File: src/rtl/conv_sequencer.sv
// Control sequencer for a single convolver datapath: weight load, bias load,
// pixel streaming and window-result flagging aligned to the datapath latency.
module conv_sequencer #(
  parameter int DATA_WIDTH   = 16,
  parameter int KERNEL_SIZE  = 5,
  parameter int IMAGE_WIDTH  = 28,
  parameter int IMAGE_HEIGHT = 28,
  parameter int PIPE_LATENCY = 2
) (
  input  logic                                        clk,
  input  logic                                        reset,
  input  logic                                        start,
  input  logic                                        weight_valid,
  output logic                                        weight_ready,
  output logic                                        weight_write,
  output logic [$clog2(KERNEL_SIZE*KERNEL_SIZE)-1:0]  weight_index,
  input  logic                                        bias_valid,
  output logic                                        bias_ready,
  output logic                                        bias_load,
  input  logic                                        pixel_valid,
  output logic                                        pixel_ready,
  output logic                                        shift_en,
  output logic                                        result_valid,
  output logic [$clog2(IMAGE_HEIGHT)-1:0]             out_row,
  output logic [$clog2(IMAGE_WIDTH)-1:0]              out_col,
  output logic                                        busy,
  output logic                                        done
);

  localparam int WI_W = $clog2(KERNEL_SIZE*KERNEL_SIZE);
  localparam int RW   = $clog2(IMAGE_HEIGHT);
  localparam int CW   = $clog2(IMAGE_WIDTH);
  localparam int DR_W = $clog2(PIPE_LATENCY+1);

  localparam logic [WI_W-1:0] W_LAST    = WI_W'(KERNEL_SIZE*KERNEL_SIZE-1);
  localparam logic [RW-1:0]   ROW_LAST  = RW'(IMAGE_HEIGHT-1);
  localparam logic [CW-1:0]   COL_LAST  = CW'(IMAGE_WIDTH-1);
  localparam logic [RW-1:0]   ROW_FIRST = RW'(KERNEL_SIZE-1);
  localparam logic [CW-1:0]   COL_FIRST = CW'(KERNEL_SIZE-1);
  localparam logic [DR_W-1:0] DR_LAST   = DR_W'(PIPE_LATENCY-1);

  if (DATA_WIDTH < 1 || KERNEL_SIZE < 2 || IMAGE_WIDTH < KERNEL_SIZE ||
      IMAGE_HEIGHT < KERNEL_SIZE || PIPE_LATENCY < 1) begin : g_param_check
    $error("conv_sequencer: illegal parameter set");
  end

  typedef enum logic [2:0] {
    S_IDLE,
    S_LOAD_W,
    S_LOAD_B,
    S_STREAM,
    S_DRAIN,
    S_DONE
  } state_e;

  state_e            state_q, state_d;
  logic [WI_W-1:0]   widx_q, widx_d;
  logic [RW-1:0]     row_q, row_d;
  logic [CW-1:0]     col_q, col_d;
  logic [DR_W-1:0]   drain_q, drain_d;

  logic [PIPE_LATENCY-1:0] dv_q;
  logic [RW-1:0]           dr_q [PIPE_LATENCY];
  logic [CW-1:0]           dc_q [PIPE_LATENCY];
  logic                    hit;

  assign weight_ready = (state_q == S_LOAD_W);
  assign bias_ready   = (state_q == S_LOAD_B);
  assign pixel_ready  = (state_q == S_STREAM);
  assign weight_write = weight_valid & weight_ready;
  assign bias_load    = bias_valid & bias_ready;
  assign shift_en     = pixel_valid & pixel_ready;
  assign busy         = (state_q != S_IDLE);
  assign done         = (state_q == S_DONE);
  assign weight_index = widx_q;

  assign hit = shift_en && (row_q >= ROW_FIRST) && (col_q >= COL_FIRST);

  assign result_valid = dv_q[PIPE_LATENCY-1];
  assign out_row      = dr_q[PIPE_LATENCY-1];
  assign out_col      = dc_q[PIPE_LATENCY-1];

  always_ff @(posedge clk or posedge reset) begin
    if (reset) begin
      state_q <= S_IDLE;
      widx_q  <= '0;
      row_q   <= '0;
      col_q   <= '0;
      drain_q <= '0;
    end else begin
      state_q <= state_d;
      widx_q  <= widx_d;
      row_q   <= row_d;
      col_q   <= col_d;
      drain_q <= drain_d;
    end
  end

  // The last stream acceptance counts as the first latency cycle, so DONE
  // coincides with the final in-flight result.
  always_comb begin
    state_d = state_q;
    widx_d  = widx_q;
    row_d   = row_q;
    col_d   = col_q;
    drain_d = drain_q;
    unique case (state_q)
      S_IDLE: begin
        if (start) begin
          state_d = S_LOAD_W;
          widx_d  = '0;
          row_d   = '0;
          col_d   = '0;
          drain_d = '0;
        end
      end
      S_LOAD_W: begin
        if (weight_write) begin
          if (widx_q == W_LAST) begin
            widx_d  = '0;
            state_d = S_LOAD_B;
          end else begin
            widx_d = widx_q + WI_W'(1);
          end
        end
      end
      S_LOAD_B: begin
        if (bias_load) state_d = S_STREAM;
      end
      S_STREAM: begin
        if (shift_en) begin
          if (col_q == COL_LAST) begin
            col_d = '0;
            if (row_q == ROW_LAST) begin
              row_d   = '0;
              drain_d = DR_W'(1);
              state_d = (PIPE_LATENCY == 1) ? S_DONE : S_DRAIN;
            end else begin
              row_d = row_q + RW'(1);
            end
          end else begin
            col_d = col_q + CW'(1);
          end
        end
      end
      S_DRAIN: begin
        if (drain_q >= DR_LAST) begin
          drain_d = '0;
          state_d = S_DONE;
        end else begin
          drain_d = drain_q + DR_W'(1);
        end
      end
      S_DONE:  state_d = S_IDLE;
      default: state_d = S_IDLE;
    endcase
  end

  // Valid bits advance every cycle; coordinates only move with a valid bit,
  // so the last stage holds the most recent result position.
  always_ff @(posedge clk or posedge reset) begin
    if (reset) begin
      dv_q <= '0;
      for (int unsigned i = 0; i < PIPE_LATENCY; i++) begin
        dr_q[i] <= '0;
        dc_q[i] <= '0;
      end
    end else begin
      dv_q[0] <= hit;
      if (hit) begin
        dr_q[0] <= row_q - ROW_FIRST;
        dc_q[0] <= col_q - COL_FIRST;
      end
      for (int unsigned i = 1; i < PIPE_LATENCY; i++) begin
        dv_q[i] <= dv_q[i-1];
        if (dv_q[i-1]) begin
          dr_q[i] <= dr_q[i-1];
          dc_q[i] <= dc_q[i-1];
        end
      end
    end
  end

endmodule
File: config.mk
export PLATFORM = sky130hd
export DESIGN_NAME = conv_sequencer
export DESIGN_NICKNAME = d
export VERILOG_FILES = /design/src/rtl/conv_sequencer.sv
export SDC_FILE = /design/constraint.sdc
export NUM_CORES = 1
export LEC_CHECK = 0
export ABC_CLOCK_PERIOD_IN_PS = 2050
export CAP_MARGIN = 20
export CORE_MARGIN = 4
export CORE_UTILIZATION = 49
export DETAILED_ROUTE_END_ITERATION = 7
export PLACE_DENSITY = 0.79
export SYNTH_ARGS = -nofsm -noshare
export SYNTH_HDL_FRONTEND = slang
export SYNTH_SLANG_ARGS = --single-unit
File: constraint.sdc
create_clock -name clk -period 2.05 [get_ports clk]
set_clock_uncertainty 0.05 [all_clocks]
set_input_delay 0.41 -clock clk [delete_from_list [all_inputs] [get_ports clk]]
set_output_delay 0.41 -clock clk [all_outputs]
set_load 0.005 [all_outputs]
-- Word-level counts from Yosys, hierarchy flattened
Cells that the tools add are included.
Widths: inputs -> output; s select.
- input port bits: 6
- register bits after elaboration: 42
- output and inout port bits: 24
- logic and storage cells: 76
- order comparisons: 3
- $add $sub $neg: 6
- muxes and demuxes: 26
- bitwise gates (word level): 3
- reduce and logical (&&, ||, !) cells: 12
- equal/unequal tests: 16
- operators by type and width (operator ; number):
    $mux 5 ; 8
    $pmux 5 s2 ; 3
    $mux 3 ; 8
    $add 5x1->5 const B ; 3
    $eq 5x5->1 const B ; 3
    $pmux 3 s5 ; 1
    $ne 2x1->1 const B ; 6
    $ge 5x3->1 const B ; 2
    $mux 2 ; 5
    $sub 5x3->5 const B ; 2
    $reduce_and 8->1 ; 1
    $eq 3x2->1 const B ; 2
    $eq 3x3->1 const B ; 2
    $pmux 2 s3 ; 1
    $reduce_and 3->1 ; 2
    $reduce_bool 3->1 ; 2
    $reduce_and 5->1 ; 1
    $ne 2x2->1 const B ; 2
    $reduce_and 4->1 ; 1
    $reduce_bool 2->1 ; 2
    $and 1x1->1 ; 3
    $eq 3x1->1 const B ; 1
    $logic_not 3->1 ; 1
    $add 2x1->2 const B ; 1
    2 further kinds ; 3

-- Depth between registers and ports, before layout
- word-level depth: 5
- mapped depth: 6
- depth with buffers taken out: 6

-- Worst setup path before layout
Ideal clock, no wire load.
- path kind: flip-flop to flip-flop
- start point: register row_q[2]
- end point: register state_q[0]
- period minus slack after synthesis: 1.923 ns
- path buffers: 0
- cell stages (with the launch flop): 7
- data arrival time: 1.746 ns
- path slack: 0.127 ns
- data required time: 1.872 ns
- library setup time: 0.128 ns
- path through: dfrtp_1 > inv_1 > ha_1 > nand3_1 > a211o_1 > nor4_4 > mux2_1
- cells in the longest elaborated chain, start to end: 3
- ends and longest elaborated chain (what ; line ; text):
    from (decl) ; 58 ; logic [RW-1:0] row_q, row_d;
    from (signal assigned) ; 93 ; row_q <= row_d;
    $eq 5x5->1 ; 134 ; if (row_q == ROW_LAST) begin
    $ne 2x1->1 (no line) ; n/a ;
    $reduce_and 8->1 (no line) ; n/a ;
    to (signal assigned) ; 91 ; state_q <= state_d;
    to (decl) ; 56 ; state_e state_q, state_d;
Every way passes these cells.
A chain may end at the register's enable or synchronous reset.

-- Worst setup path in the final report
- start point: register state_q[1]
- end point: output weight_ready
- cells in the longest elaborated chain, start to end: 1
- ends and longest elaborated chain (what ; line ; text):
    $eq 3x1->1 ; 67 ; assign weight_ready = (state_q == S_LOAD_W);
    to (decl) ; 14 ; output logic weight_ready,
Every way passes these cells.

==> run summary <==
Clock sinks: 42
Library cells used by synthesis: 42
Reg clk slew, reported paths: 0.08 ns
DR vias: 1,752
Synthesized area per cell: 10.8 um2
Internal: 2.16 mW
Share of layout cells above drive strength 1: 29.2%
Core region area: 4440 um2
Status: complete, but fails checks
Initial antenna violation count: 0
Worst-Skew Late Latency: 0.30 ns
Total power: 3.29 mW
TritonCTS clock tree: done
Synth async-reset ratio: 100%
PwrDens: 1110 nW/um2
Logic pwr share: 47.0%
Final setup vio count: 1
Final #Nets: 287
Post-DP HPWL: 3190 um
Share of power burned in registers: 33.2%
WL per Instance: 15.8 um
GP Congestion: 0.803
Starting DRT DRC Count: 115
Antenna diodes: 0
Post-Synth Adder-Cell Area: 8.17%
Largest family of logic cells by synthesized area: simple AND/OR/NAND/NOR gates
Wire length on met1: 2080 um
Routed Antenna Nets: 0
Layout area overhead: 29.5%
Vias per cell: 5.49
CTS Buf Count: 5
Critical path class: reg -> out
Switching Share: 34.2%
Drt drc: 0
Worst EP required: 1.59 ns
Peak supply drop: 0.000608 V
DR top layer: met4
Synth warn: 0
Fin crit period: 2.06 ns
Slew Limit Fails: 0
First-pass GRT wire length: 8110 um
Simple-Gate Fraction of Synth Area: 15.1%
Fmax: 485 MHz
Total track usage: 16.6%
Number of max-cap violations: 0
Global route total overflow: 0
Longest Clk Path Bufs: 2
Largest fanout on the critical path: 3
Die Y: 76.5 um
Yosys reg bits: 42
Startpoint class of the critical path: register
H-tree Lvls: 2
Largest net degree at the start of global routing: 43
DIE WIDTH: 76.5 um
Post-synth EDFFs: 0
P_sw: 1.13 mW
Port Buffers: 29
Post-synthesis mux area share: 12.0%
Pleak: 1.44 nW
Slew @ Worst Pin: 0.527 ns
Ys flop type: dfrtp_1
Synth Area in Compound Gates: 9.36%
Starting Density: 51.7%
Post-Route WL: 5030 um
Post-synth net total: 233
Synthesized cell area: 2300 um2
First-pass iteration count of the detailed router: 4
Slew HR: 64.9%
Hold bufs inserted after CTS: 0
CTS Root Cell: clkbuf_8
Final worst setup slack: -0.0123 ns
Full die area: 5850 um2
I/O Pins: 30
Number of global-route vias before repair: 1,784
Synth Area in XOR/XNOR: 0.762%
Met2 WL: 2650 um
Clock share of power: 19.9%
Fin crit share: 101%
Post-Syn Instances: 212
Worst path arrival time: 1.60 ns
Failing checks: setup timing
Seq/Total Area, Yosys: 45.7%
# rows: 24
Final Hold Vio Count: 0
HP Class: reg -> reg
Met3 WL post-DR: 172 um
Fin Hold WS: 0.443 ns
Critical Path End Type: primary output
flip-flops by register name (all words and copies together) (netlist names):
name,cells
row_q,5
state_q,3
col_q,5
dr_q,5
out_col,5
drain_q,2
dc_q,5
dv_q,2
weight_index,5
out_row,5
critical path, stage by stage (launching register included):
cell and delay, ns:
dfrtp_1 0.42, buf_6 0.14, or3b_4 0.39, inv_2 0.09, dlygate4sd2_1 0.26
power groups by stage:
stage | sequential (mW) | combinational, mW | clock (mW)
finish | 1.09 | 1.55 | 0.654
global route | 1.11 | 1.70 | 0.704
CTS | 1.09 | 1.37 | 0.667
detailed placement | 1.10 | 1.28 | 0
global placement | 1.10 | 1.24 | 0
floorplan | 1.08 | 0.774 | 0
cell usage after synthesis, drive strengths merged, types with 2 or more instances:
master	count	area, um2
mux2i	5	50.1
and3	3	18.8
nand3	6	30.0
nor3b	3	27.5
and2	4	25.0
clkbuf	3	11.3
nand3b	2	15.0
or4	4	30.0
ha	15	188
xor2	2	17.5
nor4	3	33.8
inv	22	82.6
dfrtp	42	1050
a21o	2	15.0
mux2	20	225
a21oi	11	55.1
or3b	3	26.3
or3	5	41.3
o21ai	11	55.1
a2111oi	2	17.5
buf	14	110
nor2	5	18.8
nand2	9	33.8
nor3	3	15.0
o31ai	5	37.5
placed cells by master, fill, tap and decap left out, types with 6 or more instances in the layout:
cell type,Yosys,routed
a21oi_1,11,11
buf_4,11,27
buf_6,2,7
clkdlybuf4s50_1,0,21
dfrtp_1,42,40
ha_1,15,15
inv_1,21,20
mux2_2,18,18
nand2_1,9,9
nand3_1,6,6
o21ai_0,10,10
kinds of logic (layout without fill, tap and decap cells):
group	Yosys count	after routing
and+or+nand+nor	54	54
DFF	42	42
buffers and inverters	39	94
AOI/OAI and AO/OA	35	35
muxes	25	25
adders and majority gates	15	15
xor gates and xnor gates	2	2
routing by layer:
metal | vias up | track usage [%]
li1 | 840 | -
met1 | 854 | 19.8
met2 | 42 | 30.1
met3 | 16 | 2.60
met4 | 0 | 6.16
met5 | - | 0
metrics by stage:
stage          cell area (um2)  util, %  instances  worst slack, ns  setup TNS (ns)
3_5_place_dp              2720     61.1        299           -0.174           -1.14
4_1_cts                   2880     64.9        312           -0.134          -0.151
3_3_place_gp              2720     61.1        299           -0.144          -0.745
5_1_grt                   2980     67.0        319           -0.102          -0.448
6_report                  2980     67.0        319          -0.0123         -0.0123
2_1_floorplan             2300        -        212            0.127               0
final timing paths:
path | from | to | slack (ns) | cells past startpoint
worst max-delay path | state_q[1] | weight_ready | -0.01 | 4
worst min-delay path | dc_q[9] | dc_q[9] | 0.44 | 1
worst max register to register | state_q[0] | row_q[3] | 0.02 | 9
worst min register to register | dc_q[9] | dc_q[9] | 0.44 | 1
max in group asynchronous | reset | col_q[3] | 1.06 | 3
min in group asynchronous | reset | out_col[3] | 0.50 | 3
cell type report:
| class | count | area, um2 |
|---|---|---|
| clock buffer | 6 | 72.6 |
| clock inverter | 2 | 37.5 |
| fill | 326 | 1470 |
| inverter | 22 | 82.6 |
| multi-input combinational | 131 | 1080 |
| sequential | 42 | 1050 |
| tap | 52 | 65.1 |
| timing repair buffer | 64 | 583 |
repair_timing:
action,4_1_cts,5_1_grt
cloned,0,0
setup endpoints to repair,8,19
endpoints found under the hold margin,0,0
gates resized for setup,15,19
buffers inserted,5,7
pin swaps,0,4
Power figures use the tool's default switching activity.
